--- config.mk ---
export PLATFORM = sky130hd
export DESIGN_NAME = xadc_drp_scheduler
export DESIGN_NICKNAME = d
export VERILOG_FILES = /design/src/rtl/xadc_drp_scheduler.sv
export SDC_FILE = /design/constraint.sdc
export NUM_CORES = 1
export LEC_CHECK = 0
export CAP_MARGIN = 20
export CORE_MARGIN = 8
export CORE_UTILIZATION = 46
export CTS_CLUSTER_DIAMETER = 200
export DETAILED_ROUTE_END_ITERATION = 7
export PLACE_DENSITY = 0.8
export RECOVER_POWER = 25
export SLEW_MARGIN = 20
export SYNTH_ARGS = -nofsm -noshare
export SYNTH_HDL_FRONTEND = slang
export SYNTH_SLANG_ARGS = --single-unit
export TNS_END_PERCENT = 30
--- constraint.sdc ---
create_clock -name clk -period 8.6 [get_ports clk]
set_clock_uncertainty 0.2 [all_clocks]
set_input_delay 1.29 -clock clk [delete_from_list [all_inputs] [get_ports clk]]
set_output_delay 1.29 -clock clk [all_outputs]
set_load 0.1 [all_outputs]
--- src/rtl/xadc_drp_scheduler.sv ---
// XADC DRP read scheduler: on each end-of-conversion, read the next enabled slot round-robin.
// Latency: eoc -> den 1 cycle; drdy -> sample_valid 1 cycle; abort after TIMEOUT WAIT cycles.
// Backpressure: one eoc queued while busy; a further eoc is dropped and flagged on overrun.
module xadc_drp_scheduler #(
  parameter int NUM_CH  = 4,
  parameter int TIMEOUT = 64
) (
  input  logic                  clk,
  input  logic                  reset,
  input  logic [7*NUM_CH-1:0]   ch_addr,
  input  logic [NUM_CH-1:0]     ch_enable,
  input  logic                  eoc,
  output logic                  den,
  output logic [6:0]            daddr,
  output logic                  dwe,
  input  logic                  drdy,
  input  logic [15:0]           do_in,
  output logic [15:0]           sample_out,
  output logic [2:0]            sample_ch,
  output logic                  sample_valid,
  output logic                  timeout_err,
  output logic                  overrun,
  output logic                  busy
);

  localparam int CW = (TIMEOUT > 2) ? $clog2(TIMEOUT) : 1;
  localparam logic [CW-1:0] CNT_LAST = CW'(TIMEOUT - 1);
  localparam logic [2:0]    SLOT_TOP = 3'(NUM_CH - 1);

  typedef enum logic [1:0] {IDLE, ISSUE, WAIT, CAPTURE} state_t;

  state_t          state, state_n;
  logic [2:0]      grant, grant_n;
  logic [2:0]      last_slot, last_n;
  logic [CW-1:0]   cnt, cnt_n;
  logic            pending, pending_n;
  logic            den_n, sval_n, tmo_n, ovr_n;
  logic [6:0]      daddr_n;
  logic [15:0]     sout_n;
  logic [2:0]      sch_n;

  // Slot tables padded to the 8-slot maximum so a 3-bit slot index always fits.
  logic [7:0]      en_pad;
  logic [55:0]     addr_pad;
  logic [6:0]      addr_arr [8];
  logic [2:0]      rr_idx;
  logic [2:0]      rr_slot;
  logic            rr_found;

  assign en_pad   = 8'(ch_enable);
  assign addr_pad = 56'(ch_addr);
  assign dwe      = 1'b0;
  assign busy     = (state != IDLE);

  // Round-robin pick: first enabled slot after last_slot, ending on last_slot itself.
  always_comb begin
    for (int i = 0; i < 8; i++) addr_arr[i] = addr_pad[7*i +: 7];
    rr_idx   = last_slot;
    rr_slot  = last_slot;
    rr_found = 1'b0;
    for (int k = 0; k < NUM_CH; k++) begin
      rr_idx = (rr_idx == SLOT_TOP) ? 3'd0 : rr_idx + 3'd1;
      if (!rr_found && en_pad[rr_idx]) begin
        rr_found = 1'b1;
        rr_slot  = rr_idx;
      end
    end
  end

  // Next-state and registered-output values.
  always_comb begin
    state_n   = state;
    grant_n   = grant;
    last_n    = last_slot;
    cnt_n     = cnt;
    pending_n = pending;
    den_n     = 1'b0;
    daddr_n   = daddr;
    sout_n    = sample_out;
    sch_n     = sample_ch;
    sval_n    = 1'b0;
    tmo_n     = 1'b0;
    ovr_n     = 1'b0;
    case (state)
      IDLE: begin
        cnt_n = '0;
        if (eoc && pending) ovr_n = 1'b1;
        if (eoc || pending) begin
          // With nothing enabled the trigger is consumed and forgotten.
          pending_n = 1'b0;
          if (ch_enable != '0) begin
            state_n = ISSUE;
            grant_n = rr_slot;
            den_n   = 1'b1;
            daddr_n = addr_arr[rr_slot];
          end
        end
      end
      ISSUE: begin
        cnt_n   = '0;
        state_n = WAIT;
      end
      WAIT: begin
        // drdy wins even on the final counted cycle.
        if (drdy) begin
          sout_n  = do_in;
          sch_n   = grant;
          sval_n  = 1'b1;
          state_n = CAPTURE;
        end else if (cnt == CNT_LAST) begin
          tmo_n   = 1'b1;
          last_n  = grant;
          state_n = IDLE;
        end else begin
          cnt_n = cnt + 1'b1;
        end
      end
      CAPTURE: begin
        last_n  = grant;
        state_n = IDLE;
      end
      default: state_n = IDLE;
    endcase
    // While busy one eoc is remembered; any more are dropped.
    if (state != IDLE && eoc) begin
      if (pending) ovr_n = 1'b1;
      else         pending_n = 1'b1;
    end
  end

  // State and output registers.
  always_ff @(posedge clk or posedge reset) begin
    if (reset) begin
      state        <= IDLE;
      grant        <= '0;
      last_slot    <= SLOT_TOP;
      cnt          <= '0;
      pending      <= 1'b0;
      den          <= 1'b0;
      daddr        <= '0;
      sample_out   <= '0;
      sample_ch    <= '0;
      sample_valid <= 1'b0;
      timeout_err  <= 1'b0;
      overrun      <= 1'b0;
    end else begin
      state        <= state_n;
      grant        <= grant_n;
      last_slot    <= last_n;
      cnt          <= cnt_n;
      pending      <= pending_n;
      den          <= den_n;
      daddr        <= daddr_n;
      sample_out   <= sout_n;
      sample_ch    <= sch_n;
      sample_valid <= sval_n;
      timeout_err  <= tmo_n;
      overrun      <= ovr_n;
    end
  end

endmodule

# == After elaboration in Yosys (flattened, before gate mapping) ==
# Index checks and enable logic that the tools add are counted.
# W data, S select, Z words.
# word_totals
wordCells,106
register_bits,45
in_bits,52
# op_classes
n_reduce_logical,20
addsub,5
bitwise,1
n_mux,49
eq_ne,14
order_cmp,5
# ops
op,n
$mux W3,10
$mux W1,23
$bmux W7 S3,1
$lt A3 B4 Y1 const B,4
$mux W7,2
$add A3 B1 Y3 const B,4
$bmux W1 S3,4
$eq A3 B2 Y1 const B,4
$mux W6,2
$pmux W6 S2,1
$reduce_and A3 Y1,4
$ne A2 B2 Y1 const B,5
$mux W2,4
$pmux W2 S4,1
$add A6 B1 Y6 const B,1
$eq A6 B6 Y1 const B,1
$pmux W3 S2,1
$reduce_bool A2 Y1,3
$logic_and A1 B1 Y1,5
$eq A2 B2 Y1 const B,2
$ge A4 B4 Y1 const B,1
$not A3 Y4,1
$reduce_bool A4 Y1,1
$logic_not A1 Y1,3
other kinds (6),6

# == Depth between registers and ports, before layout ==
# depth
depth_word,18
ltp_mapped,11
depth_no_buf,9

# == Least setup slack after synthesis ==
# OpenSTA, ideal clock, no wires.
# synth_path
path_kind,input to register
startpoint,input ch_enable[2]
endpoint,register daddr[0]
path_buffers,0
cell_stages,7
arrival_time_ns,2.676
slack_ns,5.601
path_cell_list,nor2b_1 > o211a_1 > or3_4 > o221ai_2 > o211a_2 > nand3_1 > a32o_1
# synth_between
elab_chain_cells,16
word_cells_on_any_way,27
cone_classes,18 x mux; 1 x bitwise; 8 x reduce/logical
# synth_lines
element,line,text
from (decl),11,"input logic [NUM_CH-1:0] ch_enable,"
$bmux W1 S3,63,if (!rr_found && en_pad[rr_idx]) begin
$mux W1 (not written as such),63,
$mux W1,63,
$logic_not A1 Y1,63,
$logic_and A1 B1 Y1,63,
$mux W1,63,
$logic_not A1 Y1,63,
$logic_and A1 B1 Y1,63,
$mux W1,63,
$logic_not A1 Y1,63,
$logic_and A1 B1 Y1,63,
$mux W3,63,
$not A3 Y4 (not written as such),95,daddr_n = addr_arr[rr_slot];
$bmux W7 S3,95,
$mux W7 (not written as such) (2 in series),95,
to (signal assigned),153,daddr <= daddr_n;
to (decl),14,"output logic [6:0] daddr,"
# Parallel ways exist; a longest one is shown, timed or not. The select of a mux whose other input is x is not followed.
# A chain may end at the register's enable or synchronous reset.

# == Final worst setup path ==
# layout_path
startpoint,register state[1]
endpoint,output busy
# layout_between
elab_chain_cells,1
# layout_lines
element,line,text
from (decl),32,"state_t state, state_n;"
from (signal assigned),147,state <= state_n;
$reduce_bool A2 Y1,53,assign busy = (state != IDLE);
to (decl),23,output logic busy
# No other way between the ends.

==> flow_summary.json <==
{
  "cts_resized": 0,
  "dpl.hpwl_um": 5243,
  "wl_per_cell_um": 16.06,
  "dr.pass1.iters": 4,
  "insertedDiodeCount": 0,
  "seq_area_frac_synth_pct": 44.61,
  "synth_top_area_share_pct": 42.53,
  "h-tree-depth": 2,
  "min_period_ns": 3.669,
  "ys_ff_latch": 45,
  "grt_use_met1_pct": 19.53,
  "startpoint": "state[1]$_DFFE_PP0P_",
  "fin_nets": 418,
  "grt_pass1_wl_um": 11480,
  "max_slew.worst_pin.slew_ns": 1.679,
  "grt_overflow_total": 0,
  "postCtsSetupRepairBufs": 0,
  "yosys-top-cells-area": "dfrtp_1, nand2_1, nand3_1",
  "synth_edf_count": 0,
  "fp-row-count": 27,
  "yosysUniqueCellTypes": 59,
  "worstPathMaxFanout": 11,
  "cts_root_buffer": "clkbuf_8",
  "drv_slew": 46,
  "fmax_mhz": 272.6,
  "die_area_mm2": 0.008129,
  "fp.dieW_um": 90.16,
  "totalWireLength_um": 6972,
  "drt_iter0_markers": 106,
  "grt_max_degree": 46,
  "postSynthAreaPerCell_um2": 8.940,
  "run_status": "finished, violations left",
  "synth_flop_cell": "dfrtp_1",
  "cts_buffers": 5,
  "io_pins": 84,
  "grt_pass1_vias": 2379,
  "worstPathRequired_ns": 7.11,
  "synth_top_area_cell": "dfrtp_1",
  "start_util_pct": 46.81,
  "hold_depth": 2,
  "hold_viol": 0,
  "relSlewSlack_pct": -12.06,
  "layout-drive-gt1-share_pct": 8.287,
  "min_period_over_period_pct": 42.66,
  "busiest_layer": "met2",
  "async_reset_ff_share_pct": 100.0,
  "crit_path_end_kind": "primary output",
  "critPathLaunchType": "flop",
  "layout_common_cells": "clkdlybuf4s50_1, nand2_1, dfrtp_1",
  "endpoint": "busy",
  "r2r_end": "daddr[0]$_DFFE_PP0P_",
  "r2r_start": "last_slot[0]$_DFFE_PP1P_",
  "drv_cap": 1,
  "synth_area_mm2": 0.002530,
  "finalWeightedCongestion": 0.9296,
  "critPathKind": "flop to primary output",
  "clkSlewWorstSetupHoldPaths_ns": 0.09,
  "grt_usage_pct": 16.95,
  "via_per_inst": 5.505,
  "io_buffers": 82,
  "synth_cells": 283,
  "die_h_um": 90.16,
  "ctsHoldBuffers": 0,
  "drc": 0,
  "violations": "capacitance limit, slew limit",
  "grt_setup_unrepaired": "false",
  "grt_use_met2_pct": 29.63,
  "final_antenna_net_count": 0,
  "cts_tree": "built",
  "area_growth_pct": 36.94,
  "antenna_found_initial": 0,
  "ff2ff_setup_slack_ns": 5.18,
  "syn-num-nets": 340,
  "r2r_cells": 9,
  "clock_latency_ns": 0.30,
  "vias": 2389,
  "cp.arrival_ns": 2.18,
  "core_area_mm2": 0.005405,
  "finalSetupViolCount": 0,
  "clock-sinks": 45,
  "layout_commonest_cell": "clkdlybuf4s50_1",
  "met3_usage_pct": 5.071,
  "fin_setup_tns_ns": 0,
  "yosysWarnings": 0,
  "min_path_type": "flop to flop",
  "clockBufferDepth": 2
}
==> layout make-up <==
class / count / area, µm²
fill: 478 / 1941
sequential: 45 / 1129
tap: 72 / 90.09
multi-input combinational: 216 / 1286
inverter: 9 / 33.78
clock buffer: 5 / 68.82
timing repair buffer: 84 / 832.0
clock inverter: 3 / 25.02
==> sequential cells by signal, indices dropped and copies added, names as in the netlist <==
signal,flops
sample_ch,3
cnt,6
overrun,1
grant,3
sample_out,16
den,1
last_slot,3
daddr,7
sample_valid,1
timeout_err,1
pending,1
state,2
==> worst min path at each step <==
stage                                      end                  startpoint  slack, ns
global placement     sample_out[7]$_DFFE_PP0P_   sample_out[7]$_DFFE_PP0P_       0.26
detailed placement   sample_out[8]$_DFFE_PP0P_   sample_out[8]$_DFFE_PP0P_       0.26
floorplan                    overrun$_DFF_PP0_           pending$_DFF_PP0_       0.25
finish              sample_out[15]$_DFFE_PP0P_  sample_out[15]$_DFFE_PP0P_       0.28
CTS                  sample_out[8]$_DFFE_PP0P_   sample_out[8]$_DFFE_PP0P_       0.28
global route        sample_out[11]$_DFFE_PP0P_  sample_out[11]$_DFFE_PP0P_       0.30
==> metal layers <==
metal | up-vias | part of all wire, %
met2 | 71 | 51
met5 | - | 0
li1 | 1150 | -
met1 | 1162 | 41
met3 | 6 | 6.5
met4 | 0 | 0.95
==> cell usage after synthesis (all sizes together), types with 5 or more instances <==
library cell	instances
mux2	5
dfrtp	43
nand2	68
clkbuf	5
nand3	35
buf	8
nor2	9
a21oi	6
o21ai	26
a32o	7
ha	5
inv	8
==> stage by stage <==
step	setup slack, ns	hold slack, ns	utilization [%]	cells	cell area (µm²)
after floorplan	5.601	0.2543	-	283	2530
after detailed placement	4.737	0.2619	62.43	426	3374
after global placement	4.734	0.2555	62.43	426	3374
after CTS	4.907	0.2837	64.17	434	3468
after global routing	4.803	0.3000	64.10	434	3465
final	4.931	0.2770	64.10	434	3465
==> worst max-delay path, stage by stage (launching register included) <==
cell	delay (ns)
dfrtp_1	0.53
nor2_1	0.13
inv_1	0.09
clkdlybuf4s50_1	1.13
==> cell families after synthesis <==
logic type / count (synthesis) / synth area share, %
buffers and inverters: 22 / 4.846
DFF: 45 / 44.61
adders and majority gates: 5 / 2.473
muxes: 9 / 3.956
and+or+nand+nor: 136 / 25.42
other: 1 / 0.1482
AOI/OAI and AO/OA: 62 / 17.51
xor gates and xnor gates: 3 / 1.039
Power is left out: the tool's default activity adds up to more than one toggle a clock period on the data nets, which glitch-free logic cannot reach.
